$ cat src/rtl/apb_spi_master.sv
// APB slave register block driving a mode-0, MSB-first, 8-bit SPI master.
// Build option: define APB_SPI_WAIT_STATE_EN to add one wait state to every APB access.
module apb_spi_master #(
    parameter logic [7:0]  CLKDIV_RST = 8'd3,
    parameter logic [31:0] BASE_ADDR  = 32'h0000_0000
) (
    input  logic        PCLK,
    input  logic        PRESET,
    input  logic        PSEL,
    input  logic [31:0] PADDR,
    input  logic        PENABLE,
    input  logic        PWRITE,
    input  logic [31:0] PWDATA,
    output logic        PREADY,
    output logic [31:0] PRDATA,
    output logic        PSLVERR,
    output logic        SCLK,
    output logic        MOSI,
    input  logic        MISO,
    output logic        CS_N
);
    localparam int unsigned AW  = 32;
    localparam int unsigned DW  = 32;
    localparam int unsigned BW  = 8;
    localparam int unsigned BCW = 3;

    localparam logic [AW-1:0] OFF_CTRL   = 32'h00;
    localparam logic [AW-1:0] OFF_CLKDIV = 32'h04;
    localparam logic [AW-1:0] OFF_TXDATA = 32'h08;
    localparam logic [AW-1:0] OFF_RXDATA = 32'h0C;
    localparam logic [AW-1:0] OFF_STATUS = 32'h10;

    typedef enum logic [1:0] {IDLE, LOW, HIGH, DONE} state_t;

    state_t          state, state_d;
    logic            en, en_d, cs, cs_d;
    logic [BW-1:0]   clkdiv, clkdiv_d;
    logic [BW-1:0]   cnt, cnt_d;
    logic [BW-1:0]   shreg, shreg_d;
    logic [BW-1:0]   rxdata, rxdata_d;
    logic [BCW-1:0]  bitcnt, bitcnt_d;
    logic            sclk, sclk_d, mosi, mosi_d;
    logic            rxv, rxv_d, ovr, ovr_d;

    logic [AW-1:0]   offset;
    logic            sel_ctrl, sel_div, sel_tx, sel_rx, sel_st, mapped;
    logic            busy, xfer, err_c, wr_ok, rd_ok, rd_rx, rd_st, abort;
    logic [DW-1:0]   rdata_c;
    logic            unused_pwdata;

    // APB handshake: zero-wait or single-wait build
`ifdef APB_SPI_WAIT_STATE_EN
    logic wait_done;

    always_ff @(posedge PCLK) begin
        if (PRESET) begin
            wait_done <= 1'b0;
        end else begin
            wait_done <= PSEL & PENABLE & ~wait_done;
        end
    end

    assign PREADY = wait_done;
`else
    assign PREADY = 1'b1;
`endif

    assign offset   = PADDR - BASE_ADDR;
    assign sel_ctrl = (offset == OFF_CTRL);
    assign sel_div  = (offset == OFF_CLKDIV);
    assign sel_tx   = (offset == OFF_TXDATA);
    assign sel_rx   = (offset == OFF_RXDATA);
    assign sel_st   = (offset == OFF_STATUS);
    assign mapped   = sel_ctrl | sel_div | sel_tx | sel_rx | sel_st;

    assign busy  = (state != IDLE);
    assign xfer  = PSEL & PENABLE & PREADY;
    assign err_c = ~mapped
                 | (PWRITE & (sel_rx | sel_st))
                 | (~PWRITE & sel_tx)
                 | (PWRITE & sel_tx & (busy | ~en));
    assign wr_ok = xfer & PWRITE & ~err_c;
    assign rd_ok = xfer & ~PWRITE & ~err_c;
    assign rd_rx = rd_ok & sel_rx;
    assign rd_st = rd_ok & sel_st;
    assign abort = wr_ok & sel_ctrl & ~PWDATA[0];

    assign unused_pwdata = ^PWDATA[DW-1:BW];

    // Read mux; both response outputs stay 0 outside completing cycles
    always_comb begin
        rdata_c = '0;
        if (rd_ok & ~PRESET) begin
            if (sel_ctrl) rdata_c = DW'({cs, en});
            if (sel_div)  rdata_c = DW'(clkdiv);
            if (sel_rx)   rdata_c = DW'(rxdata);
            if (sel_st)   rdata_c = DW'({ovr, rxv, busy});
        end
    end

    assign PRDATA  = rdata_c;
    assign PSLVERR = xfer & err_c & ~PRESET;

    // Next-state logic for registers and the SPI sequencer
    always_comb begin
        state_d  = state;
        en_d     = en;
        cs_d     = cs;
        clkdiv_d = clkdiv;
        cnt_d    = cnt;
        shreg_d  = shreg;
        bitcnt_d = bitcnt;
        sclk_d   = sclk;
        mosi_d   = mosi;
        rxdata_d = rxdata;
        rxv_d    = rxv;
        ovr_d    = ovr;

        if (wr_ok & sel_ctrl) begin
            en_d = PWDATA[0];
            cs_d = PWDATA[1];
        end
        if (wr_ok & sel_div) clkdiv_d = PWDATA[BW-1:0];
        if (rd_rx) rxv_d = 1'b0;
        if (rd_st) ovr_d = 1'b0;

        case (state)
            IDLE: begin
                if (wr_ok & sel_tx) begin
                    shreg_d  = PWDATA[BW-1:0];
                    mosi_d   = PWDATA[BW-1];
                    cnt_d    = clkdiv;
                    bitcnt_d = '0;
                    state_d  = LOW;
                end
            end
            LOW: begin
                if (cnt == '0) begin
                    state_d = HIGH;
                    sclk_d  = 1'b1;
                    shreg_d = {shreg[BW-2:0], MISO};
                    cnt_d   = clkdiv;
                end else begin
                    cnt_d = cnt - BW'(1);
                end
            end
            HIGH: begin
                if (cnt == '0) begin
                    sclk_d = 1'b0;
                    if (bitcnt == BCW'(BW - 1)) begin
                        state_d = DONE;
                    end else begin
                        state_d  = LOW;
                        mosi_d   = shreg[BW-1];
                        bitcnt_d = bitcnt + BCW'(1);
                        cnt_d    = clkdiv;
                    end
                end else begin
                    cnt_d = cnt - BW'(1);
                end
            end
            DONE: begin
                state_d  = IDLE;
                rxdata_d = shreg;
                rxv_d    = 1'b1;
                // a read landing on this same cycle consumed the old byte, so no overrun
                ovr_d    = ovr_d | (rxv & ~rd_rx);
            end
            default: state_d = IDLE;
        endcase

        // Clearing EN cancels any frame in flight without touching received data
        if (abort && busy) begin
            state_d  = IDLE;
            sclk_d   = 1'b0;
            mosi_d   = 1'b0;
            rxdata_d = rxdata;
            rxv_d    = rxv;
            ovr_d    = ovr;
        end
    end

    always_ff @(posedge PCLK) begin
        if (PRESET) begin
            state  <= IDLE;
            en     <= 1'b0;
            cs     <= 1'b0;
            clkdiv <= CLKDIV_RST;
            cnt    <= '0;
            shreg  <= '0;
            bitcnt <= '0;
            sclk   <= 1'b0;
            mosi   <= 1'b0;
            rxdata <= '0;
            rxv    <= 1'b0;
            ovr    <= 1'b0;
        end else begin
            state  <= state_d;
            en     <= en_d;
            cs     <= cs_d;
            clkdiv <= clkdiv_d;
            cnt    <= cnt_d;
            shreg  <= shreg_d;
            bitcnt <= bitcnt_d;
            sclk   <= sclk_d;
            mosi   <= mosi_d;
            rxdata <= rxdata_d;
            rxv    <= rxv_d;
            ovr    <= ovr_d;
        end
    end

    assign SCLK = sclk;
    assign MOSI = mosi;
    assign CS_N = ~cs;

endmodule

$ cat config.mk
export PLATFORM = sky130hd
export DESIGN_NAME = apb_spi_master
export DESIGN_NICKNAME = d
export VERILOG_FILES = /design/src/rtl/apb_spi_master.sv
export SDC_FILE = /design/constraint.sdc
export NUM_CORES = 1
export LEC_CHECK = 0
export ABC_AREA = 1
export ABC_CLOCK_PERIOD_IN_PS = 2500
export CAP_MARGIN = 10
export CORE_UTILIZATION = 45
export CTS_CLUSTER_SIZE = 28
export DETAILED_ROUTE_END_ITERATION = 8
export PLACE_DENSITY = 0.83
export RECOVER_POWER = 25
export SYNTH_ARGS = -nofsm -noshare
export SYNTH_HDL_FRONTEND = slang
export SYNTH_SLANG_ARGS = --single-unit
$ cat constraint.sdc
create_clock -name PCLK -period 2.5 [get_ports PCLK]
set_clock_uncertainty 0.1 [all_clocks]
set_input_delay 0.375 -clock PCLK [delete_from_list [all_inputs] [get_ports PCLK]]
set_output_delay 0.375 -clock PCLK [all_outputs]
set_load 0.005 [all_outputs]
# Word-level counts from Yosys, hierarchy flattened

Index checks and enable logic that the tools add are counted.
W data, S select, Z words.

$add $sub $neg: 2
Equal/unequal tests: 13
Multiplexer cells: 33
Bitwise gates (word level): 38
Reduce and logical (&&, ||, !) cells: 18

Operator list:

| cell                  | number |
|---|---|
| $mux W32              | 4 |
| $eq A32 B4 Y1 const B | 2 |
| $mux W8               | 6 |
| $eq A32 B3 Y1 const B | 1 |
| $eq A32 B5 Y1 const B | 1 |
| $logic_not A32 Y1     | 1 |
| $pmux W8 S3           | 1 |
| $and A1 B1 Y1         | 19 |
| $pmux W8 S2           | 1 |
| $reduce_and A3 Y1     | 4 |
| $mux W2               | 5 |
| $or A1 B1 Y1          | 10 |
| $reduce_bool A2 Y1    | 5 |
| $mux W1               | 9 |
| $mux W3               | 3 |
| $not A1 Y1            | 9 |
| $logic_not A8 Y1      | 1 |
| $ne A2 B2 Y1 const B  | 4 |
| $pmux W2 S4           | 1 |
| $sub A8 B1 Y8 const B | 1 |
| $pmux W3 S2           | 1 |
| $eq A2 B2 Y1 const B  | 2 |
| $pmux W1 S2           | 2 |
| $reduce_and A2 Y1     | 2 |
| 9 further kinds       | 9 |

Register bits: 43
Bits of input ports: 70
Output and inout port bits: 37
Word-level logic and storage cells: 116

# Logic depth before layout (Yosys ltp)

Depth in word-level cells: 16
Depth in mapped cells: 16
Gate-level depth less buffers: 15

# Worst setup path before layout

OpenSTA, ideal clock, no wires.

Path type: input to output
Start: input PADDR[15]
End: output PRDATA[0]
Data arrival time: 1.672 ns
Data required time: 2.025 ns
Slack: 0.353 ns
Stages: 11
Path buffers: 0
Path through: nor2_1 > nand2_1 > nor2_4 > nand2_1 > nor2_2 > nor2_2 > nand3_4 > nand3_1 > nor2_1 > inv_1 > a211oi_1

Word-level cells in the longest chain between the ends: 13
Elaborated cells between the ends (all ways): 26
Classes of those cells: eq/ne: 4; mux: 5; bitwise: 16; reduce/logical: 1

Ends and longest elaborated chain:

| item                                                      | line   | source |
|---|---|---|
| start: declaration                                        | 10     | `input logic [31:0] PADDR,` |
| $eq A32 B3 Y1 / $logic_not A32 Y1 (equally long branches) | 70, 69 |  |
| $or A1 B1 Y1 (4 in series)                                | 74     | `assign mapped = sel_ctrl \| sel_div \| sel_tx \| sel_rx \| sel_st;` |
| $not A1 Y1                                                | 78     | `assign err_c = ~mapped` |
| $or A1 B1 Y1                                              | 79     | `\| (PWRITE & (sel_rx \| sel_st))` |
| $or A1 B1 Y1                                              | 80     | `\| (~PWRITE & sel_tx)` |
| $or A1 B1 Y1                                              | 81     | `\| (PWRITE & sel_tx & (busy \| ~en));` |
| $not A1 Y1                                                | 83     | `assign rd_ok = xfer & ~PWRITE & ~err_c;` |
| $and A1 B1 Y1                                             | 83     |  |
| $and A1 B1 Y1                                             | 93     | `if (rd_ok & ~PRESET) begin` |
| $mux W32 *                                                | 93     |  |
| end: declaration                                          | 15     | `output logic [31:0] PRDATA,` |

Every way passes the cells marked *; elsewhere a longest branch is shown, timed or not.

# Worst setup path after layout

Start: input PADDR[15]
End: output PRDATA[3]

The elaborated chain is that of the path after synthesis.

==> flow_summary.yaml <==
timing:
  fin_setup_tns_ps: -13.10
  setup_viol: 1
  post-route-period-util: 1.005
  max-slew-margin-rel: 0.5828
  final_hold_viol_count: 0
  worst_pin_slew_ps: 625.7
  fin_crit_ps: 2513
  finalWorstSetupSlack_ps: -13.10
  fmax_mhz: 397.9
  drv_slew: 0
power:
  total_power_mw: 2.317
  peakVddDrop_v: 0.0004089
  power_density_nw_per_um2: 584.4
  power.leakage_nw: 1.849
logic_synthesis:
  synthCells: 445
  ys_ff_latch: 43
  netlist.top_cell.by_area: "dfxtp_1"
  yosys_warnings: 0
  ys_async_sr_fraction: 0
  synth-simple-area-share: 0.3697
  ys.flop_type: "dfxtp_1"
  syn_area_per_cell_um2: 6.548
  synthAdderAreaFrac: 0.03435
  muxShareOfSynthArea: 0
  synth_top_family_by_area: "simple AND/OR/NAND/NOR gates"
  yosysTopAreaCellShare: 0.2954
  ys_types: 34
  synth-compound-area-share: 0.1391
  ys_seq_area_frac: 0.2954
  synth_edf_count: 0
  synth-xor-area-share: 0.01503
  syn_area_um2: 2914
  synth.area.top_cells: "dfxtp_1, nand2_1, nor2_1"
floorplan:
  die_h_um: 82.47
  die_area_um2: 6801
  start_util: 0.4780
  num_rows: 28
  core_area_um2: 6096
  fp.dieW_um: 82.47
  ioPinCount: 107
grt:
  grt-ovfl-total: 0
  grt_pass1_vias: 2908
  grt_max_degree: 20
  grt_usage: 0.2585
  grt_pass1_wl_um: 13400
  antenna_found_initial: 0
cells_and_area:
  fin_nets: 628
  synthToLayoutAreaGrowth_pct: 36.07
  fill_cells: 531
  fin_util: 0.6505
  drive_gt1_frac: 0.2958
  antenna_cells: 0
clocking:
  cts.clk_slew.worst_paths_ps: 80
  clockBufferDepth: 2
  h-tree-depth: 2
  cts_tree: "yes"
  clk_latency_ps: 300
  cts_buffers: 5
  cts.sinks: 43
  clock_tree.root_cell: "clkbuf_8"
setup_path:
  worstPathMaxFanout: 5
  path_cells: "clkbuf_2 > nor2_2 > nand2_2 > nor2_4 > nand2_1 > nor2_2 > nor2_2 > nand3_4 > nand3_4 > nor2_4 > buf_6 > nand2_4 > a21oi_2 > buf_2"
  crit_path_start_kind: "primary input"
  cp.required_ps: 2030
  critPathKind: "in -> out"
  reg2reg_slack_ps: 330
  cp_num_buf_inv: 3
  cp_data_arrival_time_ps: 2040
  crit_path_max_incr_delay_ps: 220
  crit_path_end_kind: "primary output"
  crit_family: "simple AND/OR/NAND/NOR gates"
  crit_slowest_cell: "nor2_4"
  cpMostUsedCell: "nor2_2"
run_status:
  violations: "negative setup slack"
  status: "finished with violations"
placed_design:
  place_congestion: 0.9195
  port_buffers: 57
  dp_hpwl_um: 5795
routing:
  vias_per_cell: 5.117
  antenna_left: 0
  wirelength_um: 8647
  first_pass_iters: 4
  drt_iter0_drc: 171
  vias: 3203
  drc: 0
  wl_per_cell_um: 13.81
run:
  cap_violations: 0
worst_hold_path:
  hold_path.class: "reg -> reg"
-- registers in the layout, indices dropped and copies added (netlist names) --
signal  cells
MOSI        1
SCLK        1
bitcnt      3
clkdiv      8
cnt         8
cs          1
en          1
ovr         1
rxdata      8
rxv         1
shreg       8
state       2
-- tightest hold or removal path: stages (launching register included) --
cell and delay [ps]:
dfxtp_1 320, nand2_1 60, a21oi_1 50
-- Yosys cell counts (3+ instances only) --
cell	count
nand2_1	89
nor2_1	74
nand3_1	35
nand2_4	3
clkbuf_1	7
dfxtp_1	43
buf_4	27
ha_1	8
nand2_2	3
nor3_1	4
a21oi_1	40
nor2_4	4
nand3_4	3
nor2_2	9
xor2_1	3
a211oi_1	6
nand4_1	4
inv_1	43
o21ai_0	19
-- metal layers --
layer,wire length (µm),global-route usage,vias to the layer above
met4,251,0.1105,0
met3,501,0.04286,27
met5,0,0,-
li1,-,-,1590
met1,3723,0.3244,1466
met2,4171,0.4347,120
-- cell type report --
class | count | area (µm²) | share of cell area
clock buffers | 6 | 82.58 | 0.02083
clock inverters | 2 | 38.79 | 0.009782
inverters | 44 | 167.7 | 0.04228
multi-input cells | 343 | 1889 | 0.4765
flip-flops and latches | 43 | 860.8 | 0.2171
well taps | 75 | 93.84 | 0.02367
repair buffers | 113 | 832.0 | 0.2098
-- cells by family (layout without fill, tap and decap cells) --
| family | after synthesis | after routing |
|---|---|---|
| adder cells (fa/ha/maj) | 8 | 8 |
| AO/OA/AOI/OAI | 74 | 74 |
| buffers and inverters | 82 | 165 |
| flip-flops | 43 | 43 |
| XOR/XNOR | 5 | 5 |
| other | 2 | 25 |
| AND/OR/NAND/NOR | 231 | 231 |
-- cell usage in the layout, fill, tap and decap left out, types with 2 or more instances in the layout --
cell type and n:
conb_1 25, buf_12 2, dlygate4sd3_1 3, clkdlybuf4s15_1 2, a21oi_2 4, a211oi_2 4, inv_2 4, clkbuf_2 29
dfxtp_1 43, nor3_1 4, nand2_4 5, ha_1 7, a21oi_1 35, nor2_2 11, o21ai_0 19, a31oi_1 2
o22ai_1 2, nor2_1 66, nand2_2 6, clkdlybuf4s50_1 13, nand3_4 4, a21oi_4 3, xor2_1 3, inv_1 39
nand3_2 4, clkbuf_8 6, buf_4 51, xnor2_1 2, nand3_1 30, nor2_4 10, nand2_1 84, buf_2 10
a211oi_1 2, nand4_1 4, buf_6 3
-- per-stage QoR --
step | hold WS (ps) | cell area [µm²] | instances | worst slack (ps)
after floorplan | 339.7 | 3000 | 468 | 352.8
after global placement | 350.1 | 3714 | 599 | -607.7
after detailed placement | 359.0 | 3714 | 599 | -698.4
after CTS | 369.7 | 3971 | 620 | 2.023
after global routing | 380.0 | 3965 | 626 | -58.05
final | 369.3 | 3965 | 626 | -13.10
-- power by group --
| group | leakage (nW) | switching, mW | internal [mW] |
|---|---|---|---|
| registers | 0.348 | 0.0521 | 0.785 |
| clock network | 0.0618 | 0.258 | 0.329 |
| logic | 1.44 | 0.541 | 0.352 |
| total | 1.85 | 0.851 | 1.47 |
-- worst paths after layout --
kind / from / end / cells after the start
setup / recovery: PADDR[15] / PRDATA[3] / 14
hold / removal: cnt[1] / cnt[1] / 2
setup reg to reg: state[0] / clkdiv[7] / 13
hold reg to reg: cnt[1] / cnt[1] / 2
-- timing repair --
action                                 4_1_cts  5_1_grt
setup endpoints to repair                    9        9
resized for setup                          114       64
buffers inserted                            13        6
hold buffers                                 0        0
endpoints found under the hold margin        0        0
pin swaps                                   39       36
Note: power is estimated with default switching activity, not from simulation.
